--- src/rtl/sig_phase_sequencer.sv ---
// Run controller for the signature-test datapath: sequences equal-length test phases, drives the
// reset pattern, counter gating and scrambler seed, and captures one signature per phase.
module sig_phase_sequencer #(
  parameter int unsigned PHASE_LEN         = 320,
  parameter int unsigned NUM_PHASES        = 3,
  parameter int unsigned CAPTURE_CYCLE     = 310,
  parameter int unsigned SEED_SWITCH_PHASE = 2,
  parameter logic [7:0]  SEED_A            = 8'hAA,
  parameter logic [7:0]  SEED_B            = 8'hFF
) (
  input  logic        clk,
  input  logic        reset,
  input  logic        start,
  input  logic        abort,
  input  logic        counter_full,
  input  logic [15:0] acc_value,
  output logic        dut_reset,
  output logic        cnt_en,
  output logic [7:0]  seed,
  output logic [3:0]  phase,
  output logic        busy,
  output logic        done,
  output logic        sig_valid,
  input  logic        sig_ready,
  output logic [15:0] sig_data,
  output logic [3:0]  sig_phase,
  output logic [7:0]  sig_seed,
  output logic        overrun
);

  localparam logic [15:0] LastCyc   = 16'(PHASE_LEN - 1);
  localparam logic [15:0] CapCyc    = 16'(CAPTURE_CYCLE);
  localparam logic [3:0]  LastPhase = 4'(NUM_PHASES - 1);

  typedef enum logic [1:0] {StIdle, StRun, StDone} state_e;

  state_e      state_q, state_d;
  logic [15:0] cyc_q, cyc_d;
  logic [3:0]  phase_q, phase_d;
  logic        sig_valid_q, sig_valid_d;
  logic [15:0] sig_data_q, sig_data_d;
  logic [3:0]  sig_phase_q, sig_phase_d;
  logic [7:0]  sig_seed_q, sig_seed_d;
  logic        overrun_q, overrun_d;

  logic in_pulse;
  logic capture;
  logic accept;

  // Multi-pulse reset pattern applied at the start of every phase.
  always_comb begin
    in_pulse = 1'b0;
    case (cyc_q)
      16'd0, 16'd1, 16'd2, 16'd3, 16'd4, 16'd8, 16'd17: in_pulse = 1'b1;
      default: in_pulse = 1'b0;
    endcase
  end

  always_comb begin
    busy      = (state_q == StRun);
    done      = (state_q == StDone);
    dut_reset = !busy || in_pulse;
    cnt_en    = busy && !in_pulse && !counter_full;
    seed      = ({28'd0, phase_q} < SEED_SWITCH_PHASE) ? SEED_A : SEED_B;
    phase     = phase_q;
    sig_valid = sig_valid_q;
    sig_data  = sig_data_q;
    sig_phase = sig_phase_q;
    sig_seed  = sig_seed_q;
    overrun   = overrun_q;
  end

  always_comb begin
    state_d = state_q;
    cyc_d   = cyc_q;
    phase_d = phase_q;
    case (state_q)
      StIdle: begin
        if (start) begin
          state_d = StRun;
          cyc_d   = 16'd0;
          phase_d = 4'd0;
        end
      end
      StRun: begin
        if (abort) begin
          state_d = StIdle;
          cyc_d   = 16'd0;
          phase_d = 4'd0;
        end else if (cyc_q == LastCyc) begin
          cyc_d = 16'd0;
          if (phase_q == LastPhase) begin
            state_d = StDone;
            phase_d = 4'd0;
          end else begin
            phase_d = phase_q + 4'd1;
          end
        end else begin
          cyc_d = cyc_q + 16'd1;
        end
      end
      StDone: begin
        state_d = StIdle;
      end
      default: begin
        state_d = StIdle;
        cyc_d   = 16'd0;
        phase_d = 4'd0;
      end
    endcase
  end

  // Single-entry capture buffer; a capture landing on an accept edge refills it in place.
  always_comb begin
    capture     = busy && (cyc_q == CapCyc);
    accept      = sig_valid_q && sig_ready;
    sig_valid_d = sig_valid_q;
    sig_data_d  = sig_data_q;
    sig_phase_d = sig_phase_q;
    sig_seed_d  = sig_seed_q;
    overrun_d   = overrun_q;
    if (capture && (!sig_valid_q || accept)) begin
      sig_valid_d = 1'b1;
      sig_data_d  = acc_value;
      sig_phase_d = phase_q;
      sig_seed_d  = seed;
    end else if (capture) begin
      overrun_d = 1'b1;
    end else if (accept) begin
      sig_valid_d = 1'b0;
    end
  end

  always_ff @(posedge clk) begin
    if (reset) begin
      state_q     <= StIdle;
      cyc_q       <= 16'd0;
      phase_q     <= 4'd0;
      sig_valid_q <= 1'b0;
      sig_data_q  <= 16'd0;
      sig_phase_q <= 4'd0;
      sig_seed_q  <= 8'd0;
      overrun_q   <= 1'b0;
    end else begin
      state_q     <= state_d;
      cyc_q       <= cyc_d;
      phase_q     <= phase_d;
      sig_valid_q <= sig_valid_d;
      sig_data_q  <= sig_data_d;
      sig_phase_q <= sig_phase_d;
      sig_seed_q  <= sig_seed_d;
      overrun_q   <= overrun_d;
    end
  end

endmodule

--- config.mk ---
export PLATFORM = sky130hd
export DESIGN_NAME = sig_phase_sequencer
export DESIGN_NICKNAME = d
export VERILOG_FILES = /design/src/rtl/sig_phase_sequencer.sv
export SDC_FILE = /design/constraint.sdc
export NUM_CORES = 1
export LEC_CHECK = 0
export CAP_MARGIN = 20
export CORE_MARGIN = 1.5
export CORE_UTILIZATION = 55
export DETAILED_ROUTE_END_ITERATION = 8
export DONT_BUFFER_PORTS = 1
export GPL_ROUTABILITY_DRIVEN = 0
export HOLD_SLACK_MARGIN = 0.15
export PLACE_DENSITY = 0.85
export REMOVE_ABC_BUFFERS = 1
export SLEW_MARGIN = 20
export SYNTH_ARGS = -nofsm -noshare
export SYNTH_HDL_FRONTEND = slang
export SYNTH_SLANG_ARGS = --single-unit
--- constraint.sdc ---
create_clock -name clk -period 2.2 [get_ports clk]
set_input_delay 0.22 -clock clk [delete_from_list [all_inputs] [get_ports clk]]
set_output_delay 0.22 -clock clk [all_outputs]
set_load 0.01 [all_outputs]
==> results of run 1 <==
-- registers in the layout, summed over array words and instances, names as in the netlist --
signal	cells
sig_valid	1
overrun	1
sig_data	16
state_q	2
phase	4
sig_seed	2
sig_phase	4
cyc_q	16
-- worst max-delay path, stage by stage (launching register included) --
cell     delay, ns
dfxtp_2       0.35
or4b_4        0.56
or4_4         0.60
or4_4         0.50
a21oi_2       0.12
-- where the power goes --
| group | switching, mW | leakage (nW) | internal, mW |
|---|---|---|---|
| Combinational | 0.0540 | 0.490 | 0.0426 |
| Sequential | 0.00353 | 0.371 | 0.834 |
| Clock | 0.286 | 0.0514 | 0.339 |
-- routing by layer --
layer	up-vias	global-route usage, %	wire length (µm)
met5	-	0	0
met4	0	8.71	101
met3	10	6.25	570
met2	125	42.9	3040
met1	1090	35.6	2720
li1	1109	-	-
-- cell type report --
class                   count  area [µm²]  share of cell area (%)
clock inverters             2        37.5                    1.34
well taps                  50        62.6                    2.24
clock buffers               6        72.6                    2.59
repair buffers             41         360                    12.9
inverters                   5        18.8                   0.671
flip-flops and latches     46         922                    33.0
multi-input cells         201        1320                    47.3
-- cell families after synthesis --
group | count (synthesis) | synth area share (%)
DFF | 46 | 38.1
other | 1 | 0.155
AOI/OAI and AO/OA | 87 | 23.9
and+or+nand+nor | 102 | 25.6
buffers and inverters | 43 | 8.79
xor gates and xnor gates | 4 | 1.45
adders and majority gates | 4 | 2.07
-- cell usage in the layout (no fill, tap or decap), types with 4 or more instances in the layout --
cell type,instances
ha_1,4
a21oi_1,27
conb_1,4
dfxtp_1,45
nand2b_1,6
dlygate4sd3_1,16
nand3_1,6
buf_4,24
inv_1,5
xor2_1,4
o31ai_1,23
nor2_1,13
nand4_1,26
clkbuf_8,5
nor3_1,8
or3_1,4
o21ai_0,8
a211oi_1,5
nand2_1,9
o211ai_1,4
-- cells in the mapped netlist (5+ instances only) --
master	number
a21oi_1	28
nor3_1	8
dfxtp_1	46
o31ai_1	24
a211oi_1	5
o21ai_0	8
nand2b_1	6
nand2_1	9
nand4_1	26
nand3_1	6
inv_1	5
nor2_1	13
clkbuf_1	23
buf_4	13
-- path summary, 6_finish.rpt --
path | startpoint | endpoint | slack (ns) | cells after the start
max | cyc_q[9] | phase[3] | 0.03 | 4
min | reset | cyc_q[10] | 0.17 | 2
max reg2reg | cyc_q[9] | phase[3] | 0.03 | 4
min reg2reg | cyc_q[15] | cyc_q[15] | 0.51 | 2
-- metrics by stage --
step / cell area (µm²) / hold slack [ns] / total power [mW] / cells
3_3_place_gp: 2490 / 0.296 / 0.910 / 326
6_report: 2800 / 0.167 / 1.56 / 351
4_1_cts: 2780 / 0.158 / 1.57 / 351
5_1_grt: 2800 / 0.167 / 1.62 / 351
2_1_floorplan: 2240 / 0.289 / 0.893 / 252
3_5_place_dp: 2490 / 0.295 / 0.911 / 326
-- repair_timing --
item / CTS / global route
hold endpoints to repair: 44 / 0
endpoints found under the setup margin: 0 / 4
resized for setup: 0 / 5
setup buffers: 0 / 0
hold buffers: 17 / 0
==> summary.txt, run 1 <==
Floorplanning
  – Top Ports: 68
  – Starting Density: 58.8%
  – Core Region: 4120 µm²
  – Die Y: 69.3 µm
  – Total die area: 4800 µm²
  – Row count: 23
  – Die X: 69.3 µm

Synth
  – Register bit count reported by yosys: 46
  – Number of synthesized flops with an enable pin: 0
  – Main area contributors after synthesis: dfxtp_1 (38%), o31ai_1 (7.4%), nand4_1 (6.7%)
  – Mapped Cells: 287
  – Post-synth top flop: dfxtp_1
  – Avg Synthesized Cell Area: 8.43 µm²
  – Synth unique cells: 48
  – Sequential-to-total area share from yosys stat: 38.1%
  – Dominant cell type by area after synthesis: dfxtp_1
  – Yosys top cell area share: 38.1%
  – Synth warnings: 0
  – Cell Area, Synth: 2420 µm²
  – Ys async rst share: 0%

Finish
  – Area Overhead vs Synth: 15.7%
  – Layout cell share with drive strength beyond 1: 15.0%
  – Fin nets: 326
  – Fin util: 68.0%
  – Ant diodes: 0
  – # fillers: 319

Pwr
  – Peak supply drop: 0.251 mV
  – Leakage: 0.912 nW
  – PD cells: 557 nW/µm²

Clock network
  – Number of buffers created by CTS: 5
  – Clock Sinks: 46
  – CTS tree: yes
  – Clock transition at path regs: 0.09 ns
  – Root Buffer: clkbuf_8
  – Worst-skew pair later-pin latency: 0.30 ns
  – Deepest clock path buffer count: 2
  – H-tree levels: 2

Timing
  – Slew headroom: 43.4%
  – Setup violations, final: 0
  – RSZ-0062 raised after global routing: yes
  – TNS Setup: 0 ns
  – Tmin final: 2.17 ns
  – Final max-slew violation count: 0
  – Max Fclk: 460 MHz
  – Setup Skew: 0.00803 ns
  – Worst slew pin tran: 0.849 ns
  – Final hold vios: 0
  – Setup ws final: 0.0283 ns
  – Period utilization: 98.7%

Status
  – Status: finished, final reports clean

Run
  – Max-cap violations: 0

Critical path
  – WS Path Type: reg2reg
  – Crit-path max FO: 4
  – CP required: 2.44 ns
  – Worst Setup Start Kind: flip-flop
  – Worst Path Arrival: 2.41 ns
  – CP Capture Type: flip-flop

Route
  – DRT iter0 DRCs: 234
  – WL final: 6.43 mm
  – Avg Vias per Cell: 6.65
  – Mean routed wirelength per cell: 18.3 µm
  – Antenna Nets Post-Route: 0
  – First-pass detailed-route iteration total: 5
  – DRC violations left: 0
  – Routed vias: 2,334

GRT
  – Largest net degree at the start of global routing: 44
  – Total GRT Usage: 26.8%
  – First-pass GRT wire length: 10.7 mm
  – Vias in the first global route: 2,143
  – Initial antenna violation count: 0
  – Overflow after GRT: 0

Placement
  – Post-DP HPWL: 3.94 mm
  – # port buffers: 0
  – Dpl ws: 0.0296 ns

Worst hold path
  – Hold WC Path Type: in2reg
No activity file was read; power rests on OpenSTA's default activity.
==> run 2, diff against run 1 <==
==> constraint.sdc (replaced) <==
create_clock -name clk -period 1.95 [get_ports clk]
set_input_delay 0.195 -clock clk [delete_from_list [all_inputs] [get_ports clk]]
set_output_delay 0.195 -clock clk [all_outputs]
set_load 0.01 [all_outputs]
==> run 2 against run 1 <==
The run now ends with negative setup slack left. Die area unchanged. Worst hold slack worse by 0.029 ns. Highest routed layer unchanged. Fmax grew 0.29%. First-iteration DRC count up 60%. Via count increased by 21%. Sequential share of layout area is 5.9 points lower. Critical endpoint is now cyc_q[7]. Clock skew hardly changed. Cell area up 22%.
==> summary.txt, run 2 (same netlist as run 1, synthesis figures left out) <==
Critical path
  – Reg-to-reg endpoint: cyc_q[7]
  – WP buf/inv: 2
  – R2r setup slk: -0.22 ns
  – WS Path Type: reg2reg
  – Crit-path cells: or4_4 > or4_4 > buf_6 > a21oi_4 > buf_6 > nor3_2
  – Max incr delay on CP: 0.58 ns
  – Worst Path Arrival: 2.37 ns
  – CP Capture Type: flip-flop
  – R2R depth: 6
  – Crit path max-delay family: simple AND/OR/NAND/NOR gates
  – Crit-path max FO: 5
  – CP required: 2.15 ns
  – Critical Path Slowest Stage Cell: or4_4
  – Worst Setup Start Kind: flip-flop
  – Worst r2r src: cyc_q[15]

Clock network
  – Worst-skew pair later-pin latency: 0.31 ns
  – Root Buffer: clkbuf_8
  – CTS tree: yes
  – Clock Sinks: 46
  – Deepest clock path buffer count: 2
  – Clock transition at path regs: 0.09 ns
  – H-tree levels: 2
  – Number of buffers created by CTS: 5

Placement
  – Placed insts: 341
  – Post-DP Area: 2610 µm²
  – # port buffers: 0
  – Post-DP HPWL: 4.14 mm

Timing
  – Setup Skew: 0.00815 ns
  – Period utilization: 111%
  – Setup ws final: -0.215 ns
  – Slew headroom: 37.2%
  – Final max-slew violation count: 0
  – RSZ-0062 raised after global routing: yes
  – Setup violations, final: 42
  – Worst slew pin tran: 0.942 ns
  – Hold Slack: 0.138 ns
  – Final hold vios: 0
  – Tmin final: 2.17 ns
  – TNS Setup: -5.88 ns
  – Max Fclk: 462 MHz

Route
  – WL final: 9.61 mm
  – First-pass detailed-route iteration total: 5
  – Mean routed wirelength per cell: 25.7 µm
  – DRC violations left: 0
  – DRT iter0 DRCs: 374
  – Avg Vias per Cell: 7.53
  – Routed vias: 2,816
  – Antenna Nets Post-Route: 0

Worst hold path
  – Hold EP: state_q[1]
  – Min-delay src: reset
  – Hold path depth: 3
  – Hold WC Path Type: in2reg

Finish
  – Post-route insts no fill: 374
  – Commonest non-fill, non-tap cell in the layout: dfxtp_1
  – Layout cell share with drive strength beyond 1: 32.7%
  – Ant diodes: 0
  – Area Overhead vs Synth: 41.4%
  – Fin area: 3420 µm²
  – Fin nets: 350
  – Commonest non-fill, non-tap cells in the layout: dfxtp_1 (43), buf_4 (35), nand4_1 (26), a21oi_1 (22), dlygate4sd3_1 (20)

GRT
  – Initial antenna violation count: 0
  – Largest net degree at the start of global routing: 47
  – Total GRT Usage: 27.0%
  – First-pass GRT wire length: 10.8 mm
  – Vias in the first global route: 2,232
  – Overflow after GRT: 0

Pwr
  – Leakage: 1.10 nW
  – Peak supply drop: 0.332 mV
  – PD cells: 488 nW/µm²

Floorplanning
  – Die Y: 69.3 µm
  – Starting Density: 58.8%
  – Row count: 23
  – Core Region: 4120 µm²
  – Top Ports: 68
  – Die X: 69.3 µm
  – Total die area: 4800 µm²

Status
  – Violations in the final reports: negative setup slack
  – Status: finished with violations

Run
  – Max-cap violations: 0
[run 2: cell count changes in the layout (fill, tap and decap cells not counted), sizes merged]
cell	previous run	this run
bufinv	1	0
clkinv	0	2
buf	25	43
dlygate4sd3	16	20
clkbuf	6	7
clkinvlp	1	0
[run 2: worst max path at each step]
stage	start	to	slack [ns]	cells past startpoint
detailed placement	cyc_q[15]	phase[1]	-0.15	5
CTS	cyc_q[10]	phase[2]	-0.11	5
global route	cyc_q[15]	cyc_q[7]	-0.24	6
global placement	cyc_q[15]	phase[3]	-0.12	4
floorplan	cyc_q[13]	sig_seed[6]	-0.40	4
finish	cyc_q[15]	cyc_q[7]	-0.22	6
[run 2: stage by stage]
| stage | worst slack, ns | power, mW | utilization, % |
|---|---|---|---|
| 2_1_floorplan | -0.405 | 1.01 | - |
| 3_3_place_gp | -0.123 | 1.03 | 63.5 |
| 3_5_place_dp | -0.151 | 1.04 | 63.5 |
| 4_1_cts | -0.109 | 1.58 | 70.9 |
| 5_1_grt | -0.235 | 1.70 | 83.1 |
| 6_report | -0.215 | 1.67 | 83.1 |
[run 2: cell type report]
class	count	area, µm²
Clock buffer	5	68.8
Fill cell	178	696
Tap cell	50	62.6
Clock inverter	2	10.0
Inverter	5	18.8
Timing Repair Buffer	65	633
Sequential cell	46	925
Multi-Input combinational cell	201	1700
[run 2: tightest hold or removal path: stages]
cell	delay, ns
nor2_1	0.09
nand2_1	0.09
nor2_1	0.04
[run 2: routing by layer]
layer,track usage (%),vias to the layer above,part of all wire [%]
met5,0,-,0
met4,9.15,0,5.3
met3,6.69,60,11
met2,45.8,282,47
met1,33.5,1320,37
li1,-,1154,-
[run 2: repair_timing]
item	CTS	global route
gates cloned	0	3
resized for setup	39	39
hold buffers	4	17
pin swaps	10	16
hold endpoints to repair	46	41
setup endpoints to repair	38	41
buffers inserted	1	1
[run 2: report_power, final]
group          leakage [nW]  switching (mW)  internal [mW]  total [mW]
logic                 0.680          0.0777         0.0582       0.136
clock network        0.0438           0.350          0.242       0.591
registers             0.372         0.00229          0.941       0.943
total                  1.10           0.430           1.24        1.67
